[config.mk]
export PLATFORM = sky130hd
export DESIGN_NAME = imem_loader_flat
export DESIGN_NICKNAME = d
export VERILOG_FILES = /design/src/rtl/imem_loader_pkg.sv /design/src/rtl/imem_loader_if.sv /design/src/rtl/imem_loader.sv /design/src/flat_wrapper.sv
export SDC_FILE = /design/constraint.sdc
export NUM_CORES = 1
export LEC_CHECK = 0
export ABC_AREA = 1
export CORE_UTILIZATION = 35
export DETAILED_ROUTE_END_ITERATION = 10
export HOLD_SLACK_MARGIN = 0.05
export PLACE_DENSITY_LB_ADDON = 0.08
export SKIP_LAST_GASP = 1
export SLEW_MARGIN = 40
export SYNTH_ARGS = -nofsm -noshare
export SYNTH_HDL_FRONTEND = slang
export SYNTH_SLANG_ARGS = --single-unit
[constraint.sdc]
create_clock -name clk -period 2 [get_ports clk]
set_input_delay 0.4 -clock clk [delete_from_list [all_inputs] [get_ports clk]]
set_output_delay 0.4 -clock clk [all_outputs]
set_load 0.01 [all_outputs]
[src/rtl/imem_loader_pkg.sv]
// imem_loader_pkg: loader FSM state encodings and the default frame start marker.
package imem_loader_pkg;
  typedef enum logic [2:0] {
    LD_IDLE, LD_LEN_HI, LD_LEN_LO, LD_DATA_HI, LD_DATA_LO, LD_CHECK, LD_DONE, LD_ERR
  } ld_state_e;
  localparam logic [7:0] SYNC_BYTE_DEFAULT = 8'hA5;
endpackage

[src/rtl/imem_loader_if.sv]
// imem_loader_if: host byte stream in, instruction-memory writes and core release out.
interface imem_loader_if #(parameter int ADDR_W = 8);
  logic              rx_valid;
  logic              rx_ready;
  logic [7:0]        rx_data;
  logic              imem_we;
  logic [ADDR_W-1:0] imem_addr;
  logic [15:0]       imem_wdata;
  logic              core_rst_n;
  logic              load_done;
  logic              load_error;
  modport master (
    output rx_valid, rx_data,
    input  rx_ready, imem_we, imem_addr, imem_wdata, core_rst_n, load_done, load_error
  );
  modport slave (
    input  rx_valid, rx_data,
    output rx_ready, imem_we, imem_addr, imem_wdata, core_rst_n, load_done, load_error
  );
endinterface

[src/rtl/imem_loader.sv]
// imem_loader: parses SYNC/LEN/words/CHK frames into instruction-memory writes and
// holds the core in reset until a checksum-verified image is loaded.
module imem_loader
  import imem_loader_pkg::*;
#(
  parameter int         ADDR_W    = 8,
  parameter logic [7:0] SYNC_BYTE = SYNC_BYTE_DEFAULT
) (
  input logic          clk,
  input logic          rst_n,
  imem_loader_if.slave bus
);
  localparam logic [16:0] CAP = 17'(1) << ADDR_W;
  ld_state_e       state, nstate;
  logic [15:0]     len, len_nx;
  logic [ADDR_W:0] cnt;
  logic [7:0]      chk, hi, d;
  logic            xfer, sync, last;
  assign bus.rx_ready = 1'b1;
  assign xfer   = bus.rx_valid;
  assign d      = bus.rx_data;
  assign sync   = d == SYNC_BYTE;
  assign len_nx = {len[15:8], d};
  // counter is one bit wider than the address so a full-capacity LEN terminates cleanly
  assign last   = 17'(cnt) + 17'd1 == 17'(len);
  always_comb begin
    nstate = state;
    if (xfer)
      case (state)
        LD_IDLE, LD_DONE, LD_ERR: nstate = sync ? LD_LEN_HI : state;
        LD_LEN_HI:  nstate = LD_LEN_LO;
        LD_LEN_LO:  nstate = 17'(len_nx) > CAP ? LD_ERR : len_nx == 16'd0 ? LD_CHECK : LD_DATA_HI;
        LD_DATA_HI: nstate = LD_DATA_LO;
        LD_DATA_LO: nstate = last ? LD_CHECK : LD_DATA_HI;
        LD_CHECK:   nstate = d == chk ? LD_DONE : LD_ERR;
        default:    nstate = LD_IDLE;
      endcase
  end
  always_ff @(posedge clk or negedge rst_n)
    if (!rst_n) state <= LD_IDLE;
    else        state <= nstate;
  always_ff @(posedge clk or negedge rst_n)
    if (!rst_n) begin
      len            <= '0;
      cnt            <= '0;
      chk            <= '0;
      hi             <= '0;
      bus.imem_we    <= 1'b0;
      bus.imem_addr  <= '0;
      bus.imem_wdata <= '0;
      bus.core_rst_n <= 1'b0;
      bus.load_done  <= 1'b0;
      bus.load_error <= 1'b0;
    end else begin
      bus.imem_we <= xfer && state == LD_DATA_LO;
      if (xfer && state inside {LD_IDLE, LD_DONE, LD_ERR} && sync) begin
        chk            <= '0;
        cnt            <= '0;
        bus.core_rst_n <= 1'b0;
        bus.load_done  <= 1'b0;
        bus.load_error <= 1'b0;
      end
      if (xfer && state inside {LD_LEN_HI, LD_LEN_LO, LD_DATA_HI, LD_DATA_LO}) chk <= chk ^ d;
      if (xfer && state == LD_LEN_HI) len[15:8] <= d;
      if (xfer && state == LD_LEN_LO) len[7:0] <= d;
      if (xfer && state == LD_DATA_HI) hi <= d;
      if (xfer && state == LD_DATA_LO) begin
        bus.imem_addr  <= cnt[ADDR_W-1:0];
        bus.imem_wdata <= {hi, d};
        cnt            <= cnt + 1'b1;
      end
      if (state == LD_CHECK && nstate == LD_DONE) begin
        bus.load_done  <= 1'b1;
        bus.core_rst_n <= 1'b1;
      end
      if (state != LD_ERR && nstate == LD_ERR) bus.load_error <= 1'b1;
    end
endmodule

[src/flat_wrapper.sv]
// flat-port wrapper written by rule: the top's interface ports become plain ports
module imem_loader_flat import imem_loader_pkg::*;
#(
  parameter int         ADDR_W    = 8,
  parameter logic [7:0] SYNC_BYTE = SYNC_BYTE_DEFAULT
)
  (clk, rst_n, bus_rx_valid, bus_rx_data, bus_rx_ready, bus_imem_we, bus_imem_addr, bus_imem_wdata, bus_core_rst_n, bus_load_done, bus_load_error);
  imem_loader_if #(.ADDR_W(ADDR_W)) bus_i ();
  input logic clk;
  input logic rst_n;
  input wire logic [$bits(bus_i.rx_valid)-1:0] bus_rx_valid;
  input wire logic [$bits(bus_i.rx_data)-1:0] bus_rx_data;
  output wire logic [$bits(bus_i.rx_ready)-1:0] bus_rx_ready;
  output wire logic [$bits(bus_i.imem_we)-1:0] bus_imem_we;
  output wire logic [$bits(bus_i.imem_addr)-1:0] bus_imem_addr;
  output wire logic [$bits(bus_i.imem_wdata)-1:0] bus_imem_wdata;
  output wire logic [$bits(bus_i.core_rst_n)-1:0] bus_core_rst_n;
  output wire logic [$bits(bus_i.load_done)-1:0] bus_load_done;
  output wire logic [$bits(bus_i.load_error)-1:0] bus_load_error;
  assign bus_i.rx_valid = bus_rx_valid;
  assign bus_i.rx_data = bus_rx_data;
  assign bus_rx_ready = bus_i.rx_ready;
  assign bus_imem_we = bus_i.imem_we;
  assign bus_imem_addr = bus_i.imem_addr;
  assign bus_imem_wdata = bus_i.imem_wdata;
  assign bus_core_rst_n = bus_i.core_rst_n;
  assign bus_load_done = bus_i.load_done;
  assign bus_load_error = bus_i.load_error;
  imem_loader #(.ADDR_W(ADDR_W), .SYNC_BYTE(SYNC_BYTE)) u_core (.clk(clk), .rst_n(rst_n), .bus(bus_i));
endmodule
# --- Yosys cells after proc, flatten, opt, wreduce, memory -nomap -nowiden ---
# Cells that the tools add are included.
totals:
  reg_bits: 71
  in_bits: 11
  wordCells: 60
op_classes:
  n_bitwise: 1
  magnitude_cmp: 1
  reduce_logical: 18
  addsub: 2
  muxes: 14
  n_eq_ne: 13
op_table:
  columns: ["cell", "n"]
  rows:
  - ["equality test 3 bit, second input constant", 6]
  - ["2-to-1 mux 9 bit", 2]
  - ["case mux 3 bit (6 select lines)", 1]
  - ["equality test 17 x 16 -> 1 bit", 1]
  - ["greater-than comparator 16 x 9 -> 1 bit, second input constant", 1]
  - ["zero test 16 bit", 1]
  - ["2-to-1 mux 8 bit", 2]
  - ["2-to-1 mux 3 bit", 5]
  - ["adder 9 x 1 -> 10 bit, second input constant", 1]
  - ["adder 9 x 1 -> 9 bit, second input constant", 1]
  - ["logical AND 1 bit", 9]
  - ["equality test 8 bit", 1]
  - ["equality test 8 bit, second input constant", 1]
  - ["nonzero test 2 bit", 4]
  - ["bitwise XOR 8 bit", 1]
  - ["equality test 3 x 2 -> 1 bit, second input constant", 2]
  - ["2-to-1 mux 1 bit", 4]
  - ["nonzero test 4 bit", 1]
  - ["equality test 3 x 1 -> 1 bit, second input constant", 1]
  - ["zero test 3 bit", 1]
  - ["inequality test 3 bit, second input constant", 1]
  - ["nonzero test 3 bit", 1]
  - ["OR reduction 3 bit", 1]

# --- Depth between registers and ports, before layout ---
# Gate-level depths: netlist (run 1).
logic_depth:
  depth_word: 8
  ltp_mapped: 14
  depth_no_buf: 14

# --- Worst setup path after synthesis (run 1) ---
# No wires, ideal clock.
synth_timing:
  path_kind: "register to register"
  startpoint: "register u_core.cnt[0]"
  endpoint: "register u_core.bus.load_error"
  period_less_slack_ns: 1.661
  slack_ns: 0.339
  required_ns: 1.935
  stages_incl_launch_ff: 14
  arrival_ns: 1.596
  n_path_buf: 0
  setup_ns: 0.065
  cell_sequence: "dfrtp_1 -> ha_1 -> nand2_2 -> nor2_2 -> nand2_1 -> nand2_1 -> nand2_1 -> nand2_1 -> nand2_1 -> nor3_2 -> nand3_1 -> a21oi_2 -> nand3_1 -> nand2_1"
synth_between:
  elab_chain_len: 8
synth_rtl:
  columns: ["element", "line_no", "source"]
  rows:
  - ["start: declaration", "imem_loader.sv:16", "logic [ADDR_W:0] cnt;"]
  - ["start signal: assignment", "imem_loader.sv:70", "cnt <= cnt + 1'b1;"]
  - ["adder 9 x 1 -> 10 bit (*)", "imem_loader.sv:25", "assign last = 17'(cnt) + 17'd1 == 17'(len);"]
  - ["equality test 17 x 16 -> 1 bit (*)", "imem_loader.sv:25", null]
  - ["2-to-1 mux 3 bit (*)", "imem_loader.sv:34", "LD_DATA_LO: nstate = last ? LD_CHECK : LD_DATA_HI;"]
  - ["case mux 3 bit (6 select lines) (*)", "imem_loader.sv:29", "case (state)"]
  - ["2-to-1 mux 3 bit (*)", "imem_loader.sv:28", "if (xfer)"]
  - ["net u_core.nstate[2]", "imem_loader.sv:14", "ld_state_e state, nstate;"]
  - ["equality test 3 bit (*)", "imem_loader.sv:76", "if (state != LD_ERR && nstate == LD_ERR) bus.load_error <= 1'b1;"]
  - ["logical AND 1 bit (*)", "imem_loader.sv:76", null]
  - ["2-to-1 mux 1 bit or nonzero test 2 bit (tied branches)", null, null]
  - ["end signal: assignment", "imem_loader.sv:53", "bus.load_error <= 1'b0;"]
  - ["end signal: assignment", "imem_loader.sv:61", "bus.load_error <= 1'b0;"]
  - ["end signal: assignment", "imem_loader.sv:76", null]
  - ["end: declaration", "imem_loader_if.sv:18", "output rx_ready, imem_we, imem_addr, imem_wdata, core_rst_n, load_done, load_error"]
# The timed path passes the listed nets; every way through them passes the cells marked *.
# A chain may end at the register's enable or synchronous reset.

# --- Final worst setup path (run 1) ---
layout_timing:
  startpoint: "input bus_rx_data[5]"
  endpoint: "register u_core.cnt[3]"
layout_between:
  elab_chain_len: 3
layout_rtl:
  columns: ["element", "line_no", "source"]
  rows:
  - ["start: declaration", "flat_wrapper.sv:12", "input wire logic [$bits(bus_i.rx_data)-1:0] bus_rx_data;"]
  - ["equality test 8 bit", "imem_loader.sv:22", "assign sync = d == SYNC_BYTE;"]
  - ["logical AND 1 bit", "imem_loader.sv:56", "if (xfer && state inside {LD_IDLE, LD_DONE, LD_ERR} && sync) begin"]
  - ["nonzero test 2 bit (no source line)", null, null]
# No other way between the ends.

==> results of run 1 <==
state kept, by name (all words and copies together), names as in the netlist:
| name | cells |
|---|---|
| u_core.hi | 8 |
| u_core.cnt | 9 |
| u_core.chk | 8 |
| u_core.state | 3 |
| u_core.bus.core_rst_n | 1 |
| u_core.bus.load_error | 1 |
| u_core.len | 16 |
| u_core.bus.imem_we | 1 |
| u_core.bus.imem_addr | 8 |
| u_core.bus.imem_wdata | 16 |
critical path, delay by kind of cell:
family	cells	cell delay (ns)
AOI/OAI and AO/OA	1	0.06
buffers and inverters	3	0.65
and+or+nand+nor	4	0.97
power by group:
part,internal (mW),switching (mW)
combinational,1.26,1.46
clock,0.446,0.547
sequential,2.10,0.492
total,3.80,2.50
cell usage after synthesis:
master	count	area share (%)
dfrtp_1	71	53
a21oi_1	3	0.45
a32o_1	1	0.30
o22ai_1	5	0.93
o21ai_0	54	8.1
clkbuf_1	7	0.79
or2_2	1	0.19
inv_1	42	4.7
nor4_1	2	0.37
buf_2	3	0.45
xor2_1	6	1.6
o211ai_1	1	0.22
nand2_2	2	0.37
nand3b_1	7	1.6
nor3_2	1	0.30
nor2_2	6	1.1
conb_1	1	0.11
o21ai_1	3	0.45
nor2_1	23	2.6
nand3_1	26	3.9
nand2_1	118	13
xnor2_1	2	0.52
nor3_1	4	0.60
inv_2	2	0.22
nand3_2	2	0.60
ha_1	1	0.37
o21a_1	1	0.22
nand4_1	9	1.7
buf_4	2	0.45
a21oi_2	2	0.52
metal layers:
metal	vias up	routed length (um)	share of wire [%]
met4	0	145	1.8
met3	14	264	3.2
li1	1458	-	-
met2	47	3600	44
met5	-	0	0
met1	1292	4170	51
cells by family after synthesis:
kind of cell    count (synthesis)
simple gates                  201
compound gates                 70
xor+xnor                        8
flops                          71
buf+inv                        56
other cells                     1
fa+ha+maj                       1
metrics by stage:
step	util, %	worst slack, ns
CTS	45.7	0.0781
floorplan	-	0.339
finish	46.2	0.128
global route	46.2	-0.0153
detailed placement	44.0	-0.259
global placement	44.0	-0.144
timing repair:
action / in CTS / in global routing
buffers inserted: 0 / 1
endpoints found under the hold margin: 0 / 0
endpoints found under the setup margin: 0 / 2
gates resized for setup: 0 / 7
final cells by class:
type / count / area, um^2 / area share, %
Tap cell: 129 / 161 / 3.78
Timing Repair Buffer: 67 / 618 / 14.5
Clock inverter: 6 / 37.5 / 0.880
Multi-Input combinational cell: 281 / 1380 / 32.3
Clock buffer: 10 / 128 / 2.99
Sequential cell: 71 / 1780 / 41.7
Inverter: 44 / 165 / 3.87
worst max path at each step:
stage | startpoint | to | slack [ns] | depth (start not counted)
after floorplan | u_core.cnt[0]$_DFFE_PN0P_ | u_core.bus.load_error$_DFFE_PN0P_ | 0.34 | 13
after global placement | bus_rx_data[5] | u_core.cnt[0]$_DFFE_PN0P_ | -0.14 | 8
after detailed placement | bus_rx_data[5] | u_core.cnt[7]$_DFFE_PN0P_ | -0.26 | 8
after CTS | u_core.cnt[0]$_DFFE_PN0P_ | u_core.bus.load_error$_DFFE_PN0P_ | 0.08 | 13
after global routing | u_core.cnt[1]$_DFFE_PN0P_ | u_core.bus.load_error$_DFFE_PN0P_ | -0.02 | 13
final | bus_rx_data[5] | u_core.cnt[3]$_DFFE_PN0P_ | 0.13 | 8
==> flow_metrics.py, run 1 <==
metrics = {
    "finish": {
        "layout_common_cells": "nand2_1, dfrtp_1, o21ai_0",
        "final_common_cell": "nand2_1",
        "nets": 486,
        "syn2layout_area_growth_pct": 27.5,
        "fillers": 943,
        "fin_cells": 608,
        "drive_above_1_share_pct": 13.6,
        "fin_area_um2": 4270,
        "num_antenna_cells": 0,
    },
    "clock_tree": {
        "h-tree-depth": 3,
        "numCtsBuffers": 9,
        "cts_sinks": 71,
        "insertion_delay_ns": 0.35,
        "cts_tree": "done",
        "cts-hold-fix-buffers": 0,
        "clk_root_buffer_cell": "clkbuf_8",
        "cts_max_path_buffers": 2,
        "path_clk_slew_ns": 0.08,
    },
    "critical_path": {
        "worst-path-max-fanout": 9,
        "r2r_start": "u_core.cnt[1]$_DFFE_PN0P_",
        "cp-end-kind": "flop",
        "reg2reg_depth": 11,
        "path_class": "primary input to flop",
        "reg2reg_slack_ns": 0.16,
        "reg2reg_to": "u_core.bus.load_error$_DFFE_PN0P_",
        "arrival_ns": 2.09,
        "path_cells": "clkdlybuf4s50_1 > inv_1 > nor4_1 > nand4_1 > or2_2 > nand2_1 > buf_12 > o22ai_1",
        "worst_setup_path_start_kind": "primary input",
        "max_stage_delay_ns": 0.47,
        "cpMaxStageDelayCell": "clkdlybuf4s50_1",
        "crit_required_ns": 2.22,
    },
    "sta": {
        "hold_viol_final": 0,
        "hold_ws_ns": 0.0480,
        "fin_tns_setup_ns": 0,
        "max_freq_mhz": 534,
        "rsz0062_at_grt": "yes",
        "worst_pin_slew_ns": 0.518,
        "finalCritPeriodShare_pct": 93.6,
        "fin_crit_ns": 1.87,
        "setup_viol": 0,
        "maxSlewViolCount": 0,
        "slew_headroom_pct": 65.4,
        "fin_skew_ns": 0.00779,
    },
    "place": {
        "hpwl_um": 5730,
        "dp_cells": 591,
        "gp_congestion": 0.827,
        "portBuffers": 38,
        "dpl_cell_area_um2": 4060,
    },
    "grt": {
        "grt_max_degree": 72,
        "use_met2_pct": 26.5,
        "antenna_found_initial": 0,
        "top_usage_layer": "met2",
        "track_usage_pct": 18.0,
        "grt_util_met3_pct": 3.34,
        "gr-total-overflow": 0,
        "grt_pass1_vias": 2586,
        "met1_usage_pct": 26.2,
        "grt_pass1_wl_um": 13500,
    },
    "routing": {
        "first_pass_iters": 4,
        "drt_iter0_drc": 132,
        "routed_wl_um": 8190,
        "num_vias": 2811,
        "drc_errors": 0,
        "antenna_left": 0,
        "routedWlPerCell_um": 13.5,
        "via_per_inst": 4.62,
    },
    "floorplanning": {
        "core_um2": 9240,
        "fp-row-count": 35,
        "start_util_pct": 36.2,
        "fp.dieArea_um2": 9950,
        "io_pins": 40,
        "die_height_um": 99.8,
        "fp.dieW_um": 99.8,
    },
    "logic_synthesis": {
        "yosysSeqAreaShare_pct": 53.1,
        "yosys.area_share.simple_pct": 26.5,
        "avgSynthCellArea_um2": 8.20,
        "synthMuxAreaShare_pct": 0,
        "synth_compound_area_share_pct": 11.2,
        "yosys_warnings": 0,
        "syn-num-nets": 420,
        "synth_top_family_by_area": "simple AND/OR/NAND/NOR gates",
        "postSynthCellCount": 408,
        "syn_area_um2": 3350,
        "synthXorXnorAreaFrac_pct": 2.09,
        "synth_fa_ha_area_share_pct": 0.374,
        "synth_cell_types": 30,
        "ys_ff_latch": 71,
    },
    "power": {
        "p_leak_nw": 2.04,
        "power_density_nw_per_um2": 1480,
        "power.total_mw": 6.30,
        "irDropWorstVdd_v": 0.000459,
    },
    "min_path": {
        "min_path_type": "primary input to async pin",
    },
    "run": {
        "max-cap-violations": 0,
    },
    "run_status": {
        "status": "complete, no violations",
    },
}
Power figures use the tool's default switching activity.
==> inputs of run 2 (changes only) <==
--- a/config.mk
+++ b/config.mk
@@ -6,6 +6,7 @@
 export NUM_CORES = 1
 export LEC_CHECK = 0
 export ABC_AREA = 1
+export CORE_MARGIN = 5
 export CORE_UTILIZATION = 35
 export DETAILED_ROUTE_END_ITERATION = 10
 export HOLD_SLACK_MARGIN = 0.05
==> run 2 against run 1 <==
Effect of this change:
- critical path depth up 5
- total power up 2.8%
- sequential share of layout area down 0.40 points
- register-to-register slack worse by 0.04 ns
- maximum frequency down 0.35%
- worst hold slack better by 0.011 ns
- core utilization up 0.23 points
- worst setup slack worse by 0.0065 ns
- combinational power about the same
==> flow_metrics.py, run 2 (synthesis gave the netlist of run 1 again) <==
metrics = {
    "critical_path": {
        "path_cells": "ha_2 > inv_2 > nand2_1 > nand2_1 > nor2_2 > nand2_1 > nor2_2 > nand3_2 > nor3_2 > nand3_1 > a21oi_2 > nand3_1 > nand2_1",
        "reg2reg_slack_ns": 0.12,
        "cpMaxStageDelayCell": "dfrtp_1",
        "worst_setup_path_start_kind": "flop",
        "cp-end-kind": "flop",
        "worst-path-max-fanout": 3,
        "cpMostUsedCell": "nand2_1",
        "arrival_ns": 2.17,
        "max_stage_delay_ns": 0.39,
        "path_class": "flop to flop",
        "crit_required_ns": 2.29,
        "path_delay_family": "simple AND/OR/NAND/NOR gates",
        "worst-path-buf-inv": 1,
    },
    "power": {
        "power.total_mw": 6.48,
        "power_density_nw_per_um2": 1500,
        "p_leak_nw": 2.06,
        "irDropWorstVdd_v": 0.000608,
    },
    "floorplanning": {
        "fp.dieArea_um2": 11600,
        "core_um2": 9280,
        "fp.dieW_um": 108,
        "io_pins": 40,
        "fp-row-count": 35,
        "die_height_um": 108,
        "start_util_pct": 36.0,
    },
    "routing": {
        "first_pass_iters": 4,
        "drc_errors": 0,
        "routed_wl_um": 8410,
        "antenna_left": 0,
        "num_vias": 2886,
        "drt_iter0_drc": 113,
        "via_per_inst": 4.72,
        "routedWlPerCell_um": 13.8,
    },
    "clock_tree": {
        "path_clk_slew_ns": 0.08,
        "insertion_delay_ns": 0.35,
        "cts_sinks": 71,
        "h-tree-depth": 3,
        "numCtsBuffers": 9,
        "cts_max_path_buffers": 2,
        "clk_root_buffer_cell": "clkbuf_8",
        "cts_tree": "done",
        "cts-hold-fix-buffers": 0,
    },
    "finish": {
        "num_antenna_cells": 0,
        "final_common_cell": "nand2_1",
        "syn2layout_area_growth_pct": 28.7,
        "post-route-util_pct": 46.4,
        "drive_above_1_share_pct": 14.7,
        "nets": 489,
        "layout_common_cells": "nand2_1, dfrtp_1, o21ai_0",
        "reg.largest.list": "u_core.bus.imem_wdata x16, u_core.len x16, u_core.cnt x9",
    },
    "sta": {
        "slew_headroom_pct": 65.9,
        "max_freq_mhz": 532,
        "setup_viol": 0,
        "fin_skew_ns": 0.0113,
        "finalCritPeriodShare_pct": 93.9,
        "hold_viol_final": 0,
        "maxSlewViolCount": 0,
        "worst_pin_slew_ns": 0.510,
        "fin_crit_ns": 1.88,
        "rsz0062_at_grt": "yes",
    },
    "grt": {
        "grt_pass1_wl_um": 13900,
        "track_usage_pct": 15.5,
        "gr-total-overflow": 0,
        "antenna_found_initial": 0,
        "grt_pass1_vias": 2695,
        "grt_max_degree": 72,
    },
    "run": {
        "max-cap-violations": 0,
    },
    "place": {
        "hpwl_um": 5920,
        "portBuffers": 38,
        "gp_congestion": 0.843,
    },
    "run_status": {
        "status": "complete, no violations",
    },
    "min_path": {
        "min_path_type": "primary input to async pin",
    },
}
-- run 2: through the flow --
step / hold WS (ns) / instance area (um^2) / instances / setup TNS [ns] / setup slack, ns
2_1_floorplan: 0.104 / 3350 / 408 / 0 / 0.339
3_3_place_gp: 0.456 / 4090 / 595 / -1.67 / -0.108
3_5_place_dp: 0.461 / 4090 / 595 / -2.32 / -0.159
4_1_cts: 0.0838 / 4290 / 611 / 0 / 0.151
5_1_grt: 0.0831 / 4310 / 611 / -0.0527 / -0.0527
6_report: 0.0592 / 4310 / 611 / 0 / 0.121
-- run 2: report_power, final --
group	internal (mW)	total (mW)	switching [mW]
Combinational	1.23	2.70	1.47
Clock	0.578	1.18	0.605
Sequential	2.10	2.59	0.493
Total	3.91	6.48	2.57
-- run 2: final cells by class --
type	instances	area, um^2
timing repair buffer	70	641
fill	965	4980
inverter	44	165
multi-input combinational	281	1370
clock inverter	7	72.6
sequential	71	1780
clock buffer	9	124
tap	129	161
-- run 2: timing repair --
| action | CTS | global route |
|---|---|---|
| gates resized for setup | 0 | 7 |
| endpoints found under the setup margin | 0 | 1 |
| buffers inserted | 0 | 0 |
-- run 2: worst paths after layout --
path,cells past startpoint,endpoint,start
min,2,u_core.bus.imem_wdata[6]$_DFFE_PN0P_,rst_n
max,13,u_core.bus.load_error$_DFFE_PN0P_,u_core.cnt[1]$_DFFE_PN0P_
max reg2reg,13,u_core.bus.load_error$_DFFE_PN0P_,u_core.cnt[1]$_DFFE_PN0P_
min in group clk,2,u_core.bus.imem_wdata[10]$_DFFE_PN0P_,u_core.bus.imem_wdata[10]$_DFFE_PN0P_
max in group asynchronous,2,u_core.cnt[2]$_DFFE_PN0P_,rst_n
min reg2reg,2,u_core.bus.imem_wdata[10]$_DFFE_PN0P_,u_core.bus.imem_wdata[10]$_DFFE_PN0P_
-- run 2: metal layers --
metal	share of wire [%]	track usage (%)
met1	49	22.0
met2	45	23.6
met3	3.9	3.24
met4	1.4	5.14
met5	0	0
==> inputs of run 3 (changes only) <==
--- a/config.mk
+++ b/config.mk
@@ -5,7 +5,6 @@
 export SDC_FILE = /design/constraint.sdc
 export NUM_CORES = 1
 export LEC_CHECK = 0
-export ABC_AREA = 1
 export CORE_MARGIN = 5
 export CORE_UTILIZATION = 35
 export DETAILED_ROUTE_END_ITERATION = 10
==> run 3 against run 2 <==
Effect of this change:
- cell count decreased by 2.9%
- clock-buffer cell count increased by 1
- the run now ends with setup timing left
- largest cell class unchanged
- synthesized cell count decreased by 11%
- combinational power decreased by 7.4%
- non-clock buffer count increased by 38
- highest routed layer unchanged
- maximum frequency decreased by 12%
- global-route usage increased by 0.70 points
- routed wire length increased by 4.3%
==> flow_metrics.py, run 3 <==
metrics = {
    "critical_path": {
        "cpMostUsedCell": "buf_6",
        "path_cells": "buf_6 > nand3_4 > buf_6 > xnor2_4 > nor4_4 > o2111ai_2 > or4_4 > a32o_1",
        "path_delay_family": "simple AND/OR/NAND/NOR gates",
        "reg2reg_depth": 8,
        "reg2reg_slack_ns": -0.14,
        "worst-path-buf-inv": 2,
        "max_stage_delay_ns": 0.45,
        "cp-end-kind": "flop",
        "worst-path-max-fanout": 3,
        "cpMaxStageDelayCell": "or4_4",
        "worst-path-stages": 8,
        "r2r_start": "u_core.cnt[0]$_DFFE_PN0P_",
        "path_class": "flop to flop",
        "arrival_ns": 2.37,
        "crit_required_ns": 2.23,
        "worst_setup_path_start_kind": "flop",
        "reg2reg_to": "u_core.bus.load_error$_DFFE_PN0P_",
    },
    "finish": {
        "final_common_cell": "nand2_1",
        "post-route-util_pct": 49.6,
        "syn2layout_area_growth_pct": 39.0,
        "reg.largest.list": "u_core.bus.imem_wdata x16, u_core.len x16, u_core.cnt x9",
        "num_antenna_cells": 0,
        "layout_common_cells": "nand2_1, dfrtp_1, buf_4",
        "drive_above_1_share_pct": 28.9,
        "nets": 467,
    },
    "floorplanning": {
        "die_height_um": 110,
        "fp.dieArea_um2": 12000,
        "fp.dieW_um": 110,
        "start_util_pct": 35.7,
        "core_um2": 9730,
        "fp-row-count": 36,
        "io_pins": 40,
    },
    "logic_synthesis": {
        "yosys_warnings": 0,
        "syn_area_um2": 3470,
        "synth_cell_types": 49,
        "synth_top_cell_by_area": "dfrtp_1",
        "synth_ff_type": "dfrtp_1",
        "synth.most_common_cell": "nand2_1",
        "synth_edf_count": 0,
        "avgSynthCellArea_um2": 9.53,
        "synth_top_area_share_pct": 51.2,
        "ys_top_cells_by_count": "nand2_1, dfrtp_1, o21ai_0, mux2_2, clkbuf_1",
        "syn-num-nets": 376,
        "synthTopCellsByArea": "dfrtp_1, nand2_1, mux2_2",
        "synthArstFlopShare_pct": 100,
        "postSynthCellCount": 364,
        "ys_ff_latch": 71,
        "yosysSeqAreaShare_pct": 51.2,
    },
    "clock_tree": {
        "h-tree-depth": 3,
        "numCtsBuffers": 9,
        "clk_root_buffer_cell": "clkbuf_8",
        "insertion_delay_ns": 0.34,
        "cts_max_path_buffers": 2,
        "cts_tree": "done",
        "cts_sinks": 71,
        "path_clk_slew_ns": 0.09,
    },
    "place": {
        "gp_congestion": 0.838,
        "portBuffers": 38,
        "hpwl_um": 6180,
    },
    "routing": {
        "first_pass_iters": 4,
        "drc_errors": 0,
        "routed_wl_um": 8770,
        "num_vias": 2854,
        "drt_iter0_drc": 83,
        "antenna_left": 0,
        "via_per_inst": 4.81,
        "routedWlPerCell_um": 14.8,
    },
    "run_status": {
        "status": "complete, but fails checks",
        "violations": "setup timing",
    },
    "power": {
        "p_leak_nw": 2.25,
        "power_density_nw_per_um2": 1260,
        "power.total_mw": 6.07,
        "irDropWorstVdd_v": 0.000624,
    },
    "sta": {
        "setup_slack_ns": -0.143,
        "setup_viol": 2,
        "fin_crit_ns": 2.14,
        "max_freq_mhz": 467,
        "hold_viol_final": 0,
        "rsz0062_at_grt": "yes",
        "finalCritPeriodShare_pct": 107,
        "fin_tns_setup_ns": -0.195,
        "fin_skew_ns": 0.0132,
        "maxSlewViolCount": 0,
    },
    "grt": {
        "track_usage_pct": 16.2,
        "grt_pass1_vias": 2854,
        "grt_max_degree": 72,
        "antenna_found_initial": 0,
        "gr-total-overflow": 0,
        "grt_pass1_wl_um": 15100,
    },
    "min_path": {
        "min_path_type": "primary input to async pin",
    },
    "run": {
        "max-cap-violations": 0,
    },
}
-- run 3: cell types whose count changed in the layout (fill, tap and decap cells not counted), sizes merged, moves of 21 or more --
| cell | before | now |
|---|---|---|
| nor2 | 29 | 6 |
| nand2 | 120 | 99 |
| mux2 | 0 | 24 |
| inv | 45 | 8 |
| o21ai | 57 | 31 |
| buf | 33 | 71 |
-- run 3: worst max-delay path by stage --
stage,to,startpoint,slack [ns]
final,u_core.bus.load_error$_DFFE_PN0P_,u_core.cnt[0]$_DFFE_PN0P_,-0.14
after global routing,u_core.bus.load_error$_DFFE_PN0P_,u_core.cnt[0]$_DFFE_PN0P_,-0.23
after floorplan,u_core.bus.load_error$_DFFE_PN0P_,bus_rx_data[6],-0.07
after detailed placement,u_core.bus.load_error$_DFFE_PN0P_,bus_rx_data[6],-0.53
after global placement,u_core.bus.load_error$_DFFE_PN0P_,bus_rx_data[6],-0.50
after CTS,u_core.bus.load_error$_DFFE_PN0P_,u_core.len[13]$_DFFE_PN0P_,-0.28
-- run 3: logic make-up (layout without fill, tap and decap cells) --
family / count (synthesis) / in the layout / synth area share, %
mux: 25 / 25 / 8.08
buf+inv: 32 / 128 / 4.15
flops: 71 / 71 / 51.2
other cells: 1 / 1 / 0.108
simple gates: 156 / 156 / 20.7
fa+ha+maj: 1 / 1 / 0.361
xor+xnor: 22 / 22 / 5.55
compound gates: 56 / 56 / 9.85
-- run 3: cell type report --
cell class / instances / area, um^2
Fill cell: 945 / 4910
Sequential cell: 71 / 1780
Multi-Input combinational cell: 261 / 1690
Timing Repair Buffer: 108 / 962
Tap cell: 133 / 166
Clock buffer: 10 / 138
Clock inverter: 6 / 72.6
Inverter: 4 / 15.0
-- run 3: repair_timing --
| action | in CTS | in global routing |
|---|---|---|
| pin swaps | 6 | 7 |
| hold buffers | 0 | 0 |
| endpoints found under the setup margin | 20 | 10 |
| setup buffers | 3 | 2 |
| gates resized for setup | 17 | 19 |
| cloned | 0 | 0 |
-- run 3: report_power, final --
part	switching, mW	internal [mW]	total (mW)
Combinational	1.12	1.38	2.50
Clock	0.596	0.628	1.22
Sequential	0.368	1.98	2.35
Total	2.09	3.99	6.07
-- run 3: routing by layer --
layer  track usage [%]  up-vias  part of all wire, %
li1                  -     1421                    -
met1              24.8     1385                   52
met2              23.4       44                   44
met3              3.46        4                  3.5
met4              3.74        0                 0.67
met5                 0        -                    0
-- run 3: stage by stage --
step | hold slack, ns | cells | setup slack (ns) | instance area [um^2]
after CTS | 0.0779 | 591 | -0.275 | 4710
after detailed placement | 0.451 | 572 | -0.535 | 4420
after global placement | 0.447 | 572 | -0.498 | 4420
final | 0.0732 | 593 | -0.143 | 4820
after floorplan | 0.104 | 364 | -0.0678 | 3480
after global routing | 0.104 | 593 | -0.228 | 4820
